`config.mk`:
```
export PLATFORM = sky130hd
export DESIGN_NAME = tis_exec_ctrl
export DESIGN_NICKNAME = d
export VERILOG_FILES = /design/src/rtl/tis_pkg.sv /design/src/rtl/tis_tick_div.sv /design/src/rtl/tis_exec_ctrl.sv
export SDC_FILE = /design/constraint.sdc
export NUM_CORES = 1
export LEC_CHECK = 0
export ABC_AREA = 1
export ABC_CLOCK_PERIOD_IN_PS = 1700
export CORE_ASPECT_RATIO = 1.2
export CORE_MARGIN = 4
export CORE_UTILIZATION = 41
export CTS_BUF_LIST = sky130_fd_sc_hd__clkbuf_4 sky130_fd_sc_hd__clkbuf_8
export DETAILED_ROUTE_END_ITERATION = 8
export GPL_TIMING_DRIVEN = 0
export PLACE_DENSITY = 0.78
export SETUP_SLACK_MARGIN = 0.3
export SLEW_MARGIN = 15
export SYNTH_ARGS = -nofsm -noshare
export SYNTH_HDL_FRONTEND = slang
export SYNTH_SLANG_ARGS = --single-unit
```
`constraint.sdc`:
```
create_clock -name clk -period 1.7 [get_ports clk]
set_input_delay 0.34 -clock clk [delete_from_list [all_inputs] [get_ports clk]]
set_output_delay 0.34 -clock clk [all_outputs]
set_load 0.05 [all_outputs]
```
`src/rtl/tis_pkg.sv`:
```
// Shared definitions for the TIS node execution controller.
//   PC_W    : pc / instruction-store address / program length width
//   INSTR_W : instruction word width
//   ctrl_state_e : sequencer state, published on the controller's state port
package tis_pkg;

  localparam int unsigned PC_W    = 4;
  localparam int unsigned INSTR_W = 16;

  typedef enum logic [2:0] {
    IDLE = 3'd0,
    LOAD = 3'd1,
    RUN  = 3'd2,
    STEP = 3'd3,
    HALT = 3'd4
  } ctrl_state_e;

endpackage

```
`src/rtl/tis_tick_div.sv`:
```
// Run-rate divider: counts 0..rate_div and raises tick on the terminal count.
//   clk, rst_n : clock, synchronous active-low reset
//   clr        : hold the counter at zero (asserted whenever not free-running)
//   rate_div   : terminal count; one tick per rate_div+1 cycles
//   tick       : terminal count reached this cycle
module tis_tick_div #(
  parameter int unsigned DIV_W = 8
) (
  input  logic             clk,
  input  logic             rst_n,
  input  logic             clr,
  input  logic [DIV_W-1:0] rate_div,
  output logic             tick
);

  logic [DIV_W-1:0] cnt;

  assign tick = !clr && (cnt == rate_div);

  // Wrap on >= so a rate_div lowered mid-count recovers immediately
  always_ff @(posedge clk) begin
    if (!rst_n || clr) begin
      cnt <= '0;
    end else if (cnt >= rate_div) begin
      cnt <= '0;
    end else begin
      cnt <= cnt + 1'b1;
    end
  end

endmodule

```
`src/rtl/tis_exec_ctrl.sv`:
```
// Execution sequencer for one TIS node core: streams a program into the
// instruction store, then gates the core with a one-cycle enable for
// free-run (divided rate), single-step, halt and pc breakpoint.
//   load_valid/ready/data/last : program word stream
//   run_req, step_req, halt_req: run level, step (edge), forced halt
//   bp_en, bp_pc               : breakpoint control
//   rate_div                   : one core_en per rate_div+1 cycles in RUN
//   core_pc                    : current core pc (breakpoint compare)
//   core_en, core_rst          : core advance strobe / core reset
//   prog_we/waddr/wdata        : instruction store write port
//   p_length, state, cycles, load_err : status
module tis_exec_ctrl
  import tis_pkg::*;
#(
  parameter int unsigned PROG_DEPTH = 15,
  parameter int unsigned INSTR_W    = tis_pkg::INSTR_W,
  parameter int unsigned PC_W       = tis_pkg::PC_W,
  parameter int unsigned CYC_W      = 16,
  parameter int unsigned DIV_W      = 8
) (
  input  logic               clk,
  input  logic               rst_n,
  input  logic               load_valid,
  output logic               load_ready,
  input  logic [INSTR_W-1:0] load_data,
  input  logic               load_last,
  input  logic               run_req,
  input  logic               step_req,
  input  logic               halt_req,
  input  logic               bp_en,
  input  logic [PC_W-1:0]    bp_pc,
  input  logic [DIV_W-1:0]   rate_div,
  input  logic [PC_W-1:0]    core_pc,
  output logic               core_en,
  output logic               core_rst,
  output logic               prog_we,
  output logic [PC_W-1:0]    prog_waddr,
  output logic [INSTR_W-1:0] prog_wdata,
  output logic [PC_W-1:0]    p_length,
  output logic [2:0]         state,
  output logic [CYC_W-1:0]   cycles,
  output logic               load_err
);

  localparam logic [PC_W-1:0] LAST_ADDR = PC_W'(PROG_DEPTH - 1);
  localparam logic [PC_W-1:0] FULL_LEN  = PC_W'(PROG_DEPTH);

  ctrl_state_e st, st_n;

  logic [PC_W-1:0] count;
  logic            step_q;
  logic            resume;
  logic            tick;
  logic            step_edge;
  logic            have_prog;

  logic start_load, start_run, word_acc, load_fin, load_full, clr_resume;

  assign step_edge  = step_req & ~step_q;
  assign have_prog  = (p_length != '0);
  assign prog_waddr = count;
  assign prog_wdata = load_data;
  assign core_rst   = (st == IDLE) || (st == LOAD);
  assign state      = st;

  tis_tick_div #(.DIV_W(DIV_W)) u_div (
    .clk      (clk),
    .rst_n    (rst_n),
    .clr      (st != RUN),
    .rate_div (rate_div),
    .tick     (tick)
  );

  always_ff @(posedge clk) begin
    if (!rst_n) begin
      st <= IDLE;
    end else begin
      st <= st_n;
    end
  end

  always_comb begin
    st_n       = st;
    core_en    = 1'b0;
    load_ready = 1'b0;
    prog_we    = 1'b0;
    start_load = 1'b0;
    start_run  = 1'b0;
    word_acc   = 1'b0;
    load_fin   = 1'b0;
    load_full  = 1'b0;
    clr_resume = 1'b0;
    case (st)
      IDLE, HALT: begin
        if (load_valid) begin
          st_n       = LOAD;
          start_load = 1'b1;
        end else if (have_prog && step_edge && !halt_req) begin
          st_n = STEP;
        end else if (have_prog && run_req && !halt_req) begin
          st_n      = RUN;
          start_run = 1'b1;
        end
      end
      LOAD: begin
        load_ready = 1'b1;
        if (load_valid) begin
          prog_we  = 1'b1;
          word_acc = 1'b1;
          if (load_last) begin
            load_fin = 1'b1;
            st_n     = IDLE;
          end else if (count == LAST_ADDR) begin
            load_full = 1'b1;
            st_n      = IDLE;
          end
        end
      end
      RUN: begin
        // A halt request outranks a coinciding tick
        if (halt_req || !run_req) begin
          st_n = HALT;
        end else if (tick) begin
          // resume lets the first tick after (re)starting pass the breakpoint
          if (bp_en && (core_pc == bp_pc) && !resume) begin
            st_n = HALT;
          end else begin
            core_en    = 1'b1;
            clr_resume = 1'b1;
          end
        end
      end
      STEP: begin
        core_en = 1'b1;
        st_n    = HALT;
      end
      default: st_n = IDLE;
    endcase
  end

  always_ff @(posedge clk) begin
    if (!rst_n) begin
      count    <= '0;
      p_length <= '0;
      cycles   <= '0;
      load_err <= 1'b0;
      step_q   <= 1'b0;
      resume   <= 1'b0;
    end else begin
      step_q <= step_req;
      if (start_load) begin
        count    <= '0;
        cycles   <= '0;
        load_err <= 1'b0;
      end else if (word_acc) begin
        count <= count + 1'b1;
      end
      if (load_fin) begin
        p_length <= count + 1'b1;
      end
      if (load_full) begin
        p_length <= FULL_LEN;
        load_err <= 1'b1;
      end
      if (start_run) begin
        resume <= 1'b1;
      end else if (clr_resume) begin
        resume <= 1'b0;
      end
      if (core_en && (cycles != '1)) begin
        cycles <= cycles + 1'b1;
      end
    end
  end

endmodule
```
# Word-level counts from Yosys, hierarchy flattened
# Index checks and enable logic that the tools add are counted.
totals:
  input_bits: 40
  register_bits: 38
  word_cells: 93
  out_inout_bits: 48
op_classes:
  n_lt_le_gt_ge: 1
  mux: 38
  n_addsub: 3
  n_eq_ne: 14
  reduce_logical: 26
  bitwise_logic: 3
ops:
  columns: ["op", "count"]
  rows:
  - ["$mux 16", 2]
  - ["$mux 3", 9]
  - ["$mux 1", 23]
  - ["$add 16x1->16 const B", 1]
  - ["$ne 16x16->1 const B", 1]
  - ["$pmux 3 s4", 1]
  - ["$add 8x1->8 const B", 1]
  - ["$eq 8x8->1", 1]
  - ["$ge 8x8->1", 1]
  - ["$logic_and 1x1->1", 8]
  - ["$mux 4", 2]
  - ["$reduce_bool 2->1", 4]
  - ["$eq 3x2->1 const B", 2]
  - ["$ne 3x2->1 const B", 2]
  - ["$ne 3x3->1 const B", 2]
  - ["$reduce_or 2->1", 3]
  - ["$logic_not 1->1", 5]
  - ["$reduce_and 5->1", 1]
  - ["$add 4x1->4 const B", 1]
  - ["$eq 4x4->1", 1]
  - ["$eq 4x4->1 const B", 1]
  - ["$ne 4x4->1 const B", 1]
  - ["$reduce_bool 4->1", 1]
  - ["$eq 3x1->1 const B", 1]
  - ["other kinds (7)", 10]

# Logic depth before layout (Yosys ltp)
# Gate-level depths: netlist (run 1).
logic_depth:
  word_depth: 9
  depth_mapped: 12
  ltp_nobuf: 11

# Modules after synthesis
# From an unflattened synthesis (run 1), not the netlist that was laid out.
unflattened:
  hier_cells: 355
  hier_area_um2: 2481.1
by_module_without_submodules:
  columns: ["mod", "n_inst", "area_each_um2", "seq_area_each_um2", "cells_each"]
  rows:
  - ["tis_exec_ctrl", 1, 1896.8, 600.6, 274]
  - ["tis_tick_div", 1, 584.3, 160.2, 81]

# Least setup slack after synthesis (run 1)
# No wires, ideal clock.
synth_timing:
  path_type: "reg-to-reg"
  start: "reg st[1] (netlist: state[1])"
  end: "reg p_length[0]"
  setup_time_ns: 0.074
  path_buffers: 0
  path_stages_with_launch: 8
  synth_period_minus_slack_ns: 2.825
  slack_ns: -1.125
  arrival_ns: 2.751
  required_time_ns: 1.626
  cell_sequence: "dfxtp_1 > nor2_1 > nand2_1 > nor2_1 > nand2_1 > clkinv_1 > o21ai_1 > a31oi_1"
synth_between:
  elab_chain_cells: 3
  elab_cells_between_ends: 5
  classes_between: "eq/ne (1); mux (3); reduce/logical (1)"
synth_lines:
  columns: ["element", "line", "rtl"]
  rows:
  - ["start: declaration", "tis_exec_ctrl.sv:48", "ctrl_state_e st, st_n;"]
  - ["start signal: assignment", "tis_exec_ctrl.sv:78", "st <= st_n;"]
  - ["$eq 3x1->1 *", "tis_exec_ctrl.sv:93", "case (st)"]
  - ["$mux 1", "tis_exec_ctrl.sv:93", null]
  - ["$mux 4 / $reduce_bool 2->1 (equally long branches)", null, null]
  - ["end signal: assignment", "tis_exec_ctrl.sv:159", "p_length <= count + 1'b1;"]
  - ["end: declaration", "tis_exec_ctrl.sv:39", "output logic [PC_W-1:0] p_length,"]
# Every way passes the cells marked *; elsewhere a longest branch is shown, timed or not.
# A chain may end at the register's enable or synchronous reset.

# Worst setup path in the final report (run 1)
layout_timing:
  start: "reg u_div.cnt[6]"
  end: "out core_en"
layout_between:
  elab_chain_cells: 5
layout_lines:
  columns: ["element", "line", "rtl"]
  rows:
  - ["start: declaration", "tis_tick_div.sv:16", "logic [DIV_W-1:0] cnt;"]
  - ["start signal: assignment", "tis_tick_div.sv:27", "cnt <= cnt + 1'b1;"]
  - ["$eq 8x8->1", "tis_tick_div.sv:18", "assign tick = !clr && (cnt == rate_div);"]
  - ["$logic_and 1x1->1", "tis_tick_div.sv:18", null]
  - ["$mux 1", "tis_exec_ctrl.sv:123", "end else if (tick) begin"]
  - ["$mux 1", "tis_exec_ctrl.sv:121", "if (halt_req || !run_req) begin"]
  - ["$pmux 1 s2", "tis_exec_ctrl.sv:93", null]
  - ["end: declaration", "tis_exec_ctrl.sv:34", "output logic core_en,"]
# Every way passes these cells.

==> impl_metrics.py, run 1 <==
metrics = {
    "outcome": {
        "status": "finished, violations left",
        "violations": "setup timing",
    },
    "die": {
        "die_x_um": 77.2,
        "core-area_um2": 5440,
        "ioPinCount": 88,
        "die-area_um2": 7020,
        "rows": 29,
        "start_util_pct": 43.3,
        "die_y_um": 91.0,
    },
    "power": {
        "switching_share_pct": 31.4,
        "pwr-share-seq_pct": 38.6,
        "ir_drop_v": 0.000460,
        "comb_power_share_pct": 28.2,
        "power_density_nw_per_um2": 573,
        "p_leak_nw": 1.73,
        "p_clk_share_pct": 33.2,
        "internal_power_w": 0.00163,
        "power_switching_w": 0.000744,
    },
    "synth": {
        "synth_seq_cells": 38,
        "synth_top_flop_cell": "dfxtp_1",
        "synth_nets": 391,
        "yosysWarnings": 0,
        "syn_inst": 339,
        "async_reset_ff_share_pct": 0,
        "synth.distinct_cells": 29,
        "synth_area_um2": 2350,
        "synth-edff-count": 0,
        "synth.avg_cell_area_um2": 6.95,
        "synth_seq_area_share_pct": 32.3,
    },
    "global_routing": {
        "grtUsageMet2_pct": 33.2,
        "grt_usage_pct": 18.4,
        "grt_pass1_vias": 2443,
        "grt_max_degree": 12,
        "overflow": 0,
        "grt_antenna_before_repair": 0,
        "met1_usage_pct": 21.2,
        "grt_pass1_wl_mm": 10.9,
        "met3_usage_pct": 3.56,
        "grt.busiest_layer": "met2",
    },
    "worst_setup_path": {
        "path_buf_inv": 2,
        "worstSetupStartpointType": "register",
        "r2r_setup_slack_ns": -0.15,
        "cp-endpoint": "core_en",
        "crit-reg2reg-launch": "u_div.cnt[6]",
        "slowest_delay_ns": 0.36,
        "cp.depth": 9,
        "critical_path.max_fanout": 3,
        "regToRegEndpoint": "cycles[11]",
        "end_kind": "output pin",
        "rr_worst_depth": 12,
        "worstPathArrival_ns": 1.74,
        "crit_start": "u_div.cnt[6]",
        "path_cells": "ha_4, nand2_4, nor2_4, nand2_2, nor2_2, nand3_2, nand2_4, buf_12, buf_12",
        "cp_slowest_cell": "dfxtp_4",
        "critPathRequiredTime_ns": 1.36,
        "cp_top_family": "simple AND/OR/NAND/NOR gates",
        "path_class": "register to output pin",
    },
    "final_layout": {
        "diodes": 0,
        "fin_area_um2": 4140,
        "area_growth_pct": 75.6,
        "fillers": 381,
        "regArea_um2": 827,
        "nets": 498,
        "multi_input_area_um2": 1800,
        "drive_gt1_share_pct": 47.2,
    },
    "drt": {
        "drc": 0,
        "drt_iter0_drc": 108,
        "finalWirelength_mm": 7.53,
        "drt_pass1_iterations": 4,
        "drtAntennaViolNets": 0,
        "routedWlPerCell_um": 14.8,
        "drt-vias-per-instance": 5.16,
        "num_vias": 2624,
    },
    "clocking": {
        "insertion_delay_ns": 0.29,
        "numClockSinks": 38,
        "cts-htree-levels": 2,
        "numCtsBuffers": 5,
        "clkTransAtPathRegs_ns": 0.07,
        "ctsHoldBuffers": 0,
        "root_buffer": "clkbuf_8",
        "clockBufferDepth": 2,
        "cts_tree": "done",
    },
    "sta": {
        "timing.fmax_mhz": 482,
        "setup_viol": 25,
        "rsz0062_at_grt": "true",
        "whs_ns": 0.463,
        "finalMaxSlewViolations": 0,
        "hold_violations": 0,
        "min_period_ns": 2.08,
        "min_period_over_period_pct": 122,
        "final.setup.worst_slack_ns": -0.376,
        "slew-limit-headroom_pct": 66.9,
        "worst_pin_slew_ns": 0.498,
        "skew_ns": 0.00667,
    },
    "place": {
        "dp_hpwl_mm": 4.78,
        "dpl_cell_area_um2": 3410,
        "port_buffers": 71,
        "place_congestion": 0.929,
    },
    "flow_run": {
        "maxCapViolCount": 0,
    },
    "min_path": {
        "hp-class": "primary input to register",
    },
}
## metrics by stage
stage	TNS, ns	total power [W]	util, %	cells	worst slack [ns]
4_1_cts	-2.36	0.00226	66.9	494	-0.315
5_1_grt	-4.06	0.00246	76.0	509	-0.447
3_5_place_dp	-18.21	0.00148	62.7	472	-1.53
2_1_floorplan	-0.00131	0.00130	-	339	-0.00131
6_report	-2.16	0.00237	76.0	509	-0.376
3_3_place_gp	-17.41	0.00148	62.7	472	-1.52
## layer usage
metal / up-vias / wire length (um) / share of wire (%)
met5: - / 0 / 0
met1: 1221 / 2960 / 39
li1: 1310 / - / -
met2: 82 / 4120 / 55
met3: 11 / 336 / 4.5
met4: 0 / 106 / 1.4
## cells by family (layout without fill, tap and decap cells)
family	after synthesis	in the layout	synth area share (%)
and+or+nand+nor	165	165	32.6
DFF	38	38	32.3
AOI/OAI and AO/OA	42	42	9.35
xor gates and xnor gates	16	16	5.95
buffers and inverters	66	174	13.4
adders and majority gates	12	12	6.38
## final cells by class
class                   instances  area share (%)
inverters                      44            4.81
clock buffers                   7            2.03
well taps                      62            1.88
flip-flops and latches         38            20.0
plain buffers                  22            4.57
clock inverters                 1           0.726
multi-input cells             235            43.5
repair buffers                100            22.5
## power by group through the flow
stage               logic [W]  registers (W)  clock network (W)
detailed placement   0.000545       0.000939                  0
global route         0.000713       0.000918           0.000831
global placement     0.000538       0.000939                  0
finish               0.000669       0.000915           0.000786
floorplan            0.000309       0.000988                  0
CTS                  0.000551       0.000914           0.000797
## registers in the layout (all words and copies together), names as in the netlist
| register | count |
|---|---|
| u_div.cnt | 8 |
| load_err | 1 |
| resume | 1 |
| prog_waddr | 4 |
| cycles | 16 |
| state | 3 |
| step_q | 1 |
| p_length | 4 |
## cells in the final DEF, fill, tap and decap left out, types with 15 or more instances in the layout
cell            n
nand2_1        47
nand3_1        21
dlygate4sd2_1  24
nor2_1         33
a21oi_2        15
buf_2          19
buf_4          30
inv_1          27
nand3_2        16
## synthesized netlist by cell type (all sizes together), types with 4 or more instances
cell type	number	area [um2]
clkbuf	4	15.0
inv	43	161
o21ai	9	45.0
ha	12	150
buf	18	136
dfxtp	38	761
nand4	5	46.3
nand2	57	224
a21oi	29	145
nand3b	8	60.1
xor2	13	114
nor2	43	169
nor3	5	25.0
nand3	46	235
## how the worst min path moves through the flow
stage	depth (start not counted)	end	slack, ns	start
2_1_floorplan	1	u_div.cnt[0]	0.41	u_div.cnt[0]
4_1_cts	2	resume	0.49	resume
5_1_grt	2	p_length[3]	0.47	load_last
3_5_place_dp	1	u_div.cnt[0]	0.43	u_div.cnt[0]
6_report	2	p_length[1]	0.46	load_last
3_3_place_gp	1	u_div.cnt[0]	0.42	u_div.cnt[0]
## timing repair
item	4_1_cts	5_1_grt
buffers inserted	14	13
pin swaps	11	21
resized for setup	181	122
gates cloned	0	2
endpoints found under the setup margin	77	47
Power figures use the tool's default switching activity.
==> run 2, diff against run 1 <==
--- a/config.mk
+++ b/config.mk
@@ -14,6 +14,7 @@
 export DETAILED_ROUTE_END_ITERATION = 8
 export GPL_TIMING_DRIVEN = 0
 export PLACE_DENSITY = 0.78
+export REMOVE_ABC_BUFFERS = 1
 export SETUP_SLACK_MARGIN = 0.3
 export SLEW_MARGIN = 15
 export SYNTH_ARGS = -nofsm -noshare
==> run 2 against run 1 <==
The run still ends with setup timing left; via count is 2.8% lower; cell count down 8.1%; critical path depth shrank 1; largest power group unchanged.
==> impl_metrics.py, run 2 (synthesized netlist as in run 1, its figures left out) <==
metrics = {
    "final_layout": {
        "regMostFlops": "cycles",
        "most-common-layout-cells": "nand2_1, nand3_1, nor2_1",
        "drive_gt1_share_pct": 37.2,
        "largest_reg_flops": 16,
        "nets": 458,
        "area_growth_pct": 49.4,
        "final_cells": 468,
        "top_regs": "cycles (16), u_div.cnt (8)",
        "diodes": 0,
        "final_common_cell": "nand2_1",
    },
    "place": {
        "dp_hpwl_mm": 4.33,
        "place_congestion": 0.845,
        "port_buffers": 55,
        "post-place-ws_ns": -1.53,
        "dp_cells": 434,
    },
    "sta": {
        "final.setup.worst_slack_ns": -0.296,
        "timing.fmax_mhz": 501,
        "slew-limit-headroom_pct": 72.3,
        "min_period_over_period_pct": 117,
        "worst_pin_slew_ns": 0.415,
        "fin_tns_setup_ns": -3.15,
        "whs_ns": 0.421,
        "skew_ns": 0.00599,
        "setup_viol": 19,
        "min_period_ns": 2.00,
        "hold_violations": 0,
        "finalMaxSlewViolations": 0,
        "rsz0062_at_grt": "true",
    },
    "power": {
        "pwr-share-seq_pct": 42.2,
        "p_clk_share_pct": 36.6,
        "internal_power_w": 0.00155,
        "ir_drop_v": 0.000363,
        "comb_power_share_pct": 21.2,
        "power_switching_w": 0.000647,
        "power_density_nw_per_um2": 624,
        "p_leak_nw": 1.57,
        "p_total_w": 0.00220,
        "switching_share_pct": 29.4,
    },
    "worst_setup_path": {
        "worstPathArrival_ns": 1.66,
        "critical_path.max_fanout": 5,
        "path_class": "register to output pin",
        "end_kind": "output pin",
        "worstSetupStartpointType": "register",
        "critPathRequiredTime_ns": 1.36,
    },
    "drt": {
        "drc": 0,
        "routedWlPerCell_um": 16.6,
        "num_vias": 2550,
        "drt-vias-per-instance": 5.45,
        "finalWirelength_mm": 7.78,
        "drt_iter0_drc": 186,
        "drtAntennaViolNets": 0,
        "drt_pass1_iterations": 4,
    },
    "min_path": {
        "hp-class": "primary input to register",
    },
    "clocking": {
        "clockBufferDepth": 2,
        "insertion_delay_ns": 0.30,
        "numCtsBuffers": 5,
        "cts-htree-levels": 2,
        "numClockSinks": 38,
        "clkTransAtPathRegs_ns": 0.08,
        "cts_tree": "done",
        "root_buffer": "clkbuf_8",
    },
    "global_routing": {
        "met3_usage_pct": 5.84,
        "met1_usage_pct": 23.6,
        "grt_antenna_before_repair": 0,
        "grt_pass1_wl_mm": 11.5,
        "grt_max_degree": 19,
        "grtUsageMet2_pct": 33.8,
        "overflow": 0,
        "grt.busiest_layer": "met2",
        "grt_usage_pct": 20.1,
        "grt_pass1_vias": 2475,
    },
    "die": {
        "rows": 29,
        "start_util_pct": 43.3,
        "core-area_um2": 5440,
        "die_y_um": 91.0,
        "ioPinCount": 88,
        "die_x_um": 77.2,
        "die-area_um2": 7020,
    },
    "outcome": {
        "status": "finished, violations left",
        "violations": "setup timing",
    },
    "flow_run": {
        "maxCapViolCount": 0,
    },
}
[run 2: worst max-delay path, cell delays in order, from the launching register on]
cell	delay, ns
dfxtp_4	0.37
ha_4	0.27
nand2_4	0.05
nor2_4	0.15
nand2_4	0.08
nor2_4	0.10
nand3_4	0.09
nand2_4	0.10
buf_8	0.14
[run 2: final timing paths]
kind                  from             to  slack, ns  cells after the start
max reg2reg   u_div.cnt[2]      cycles[0]      -0.22                     11
min                  rst_n         step_q       0.42                      3
min reg2reg  prog_waddr[0]  prog_waddr[0]       0.51                      2
max           u_div.cnt[2]        core_en      -0.30                      8
[run 2: cell type report]
cell class                      instances  area (um2)
Clock buffer                            6        82.6
Clock inverter                          1        30.0
Fill cell                             436        1930
Inverter                               44         168
Multi-Input combinational cell        236        1610
Sequential cell                        38         797
Tap cell                               62        77.6
Timing Repair Buffer                   81         749
[run 2: routing by layer]
metal / routed length [um] / share of wire [%]
met5: 0 / 0
met4: 215 / 2.8
met3: 553 / 7.1
met2: 4070 / 52
met1: 2950 / 38
[run 2: stage by stage]
step                utilization [%]  instance area, um2
finish                         64.6                3520
global placement               52.0                2830
detailed placement             52.0                2830
CTS                            59.2                3220
floorplan                         -                2200
global route                   64.6                3520
[run 2: power groups by stage]
stage	clock (W)	combinational, W	sequential, W
final	0.000803	0.000466	0.000927
after global routing	0.000843	0.000499	0.000930
after CTS	0.000807	0.000413	0.000927
after detailed placement	0	0.000360	0.000947
after global placement	0	0.000355	0.000947
after floorplan	0	0.000163	0.000997
[run 2: what timing repair did]
action | CTS | global route
gates cloned | 3 | 0
pin swaps | 19 | 30
endpoints found under the setup margin | 68 | 54
hold endpoints to repair | 0 | 0
hold buffers | 0 | 0
setup buffers | 15 | 9
resized for setup | 215 | 80
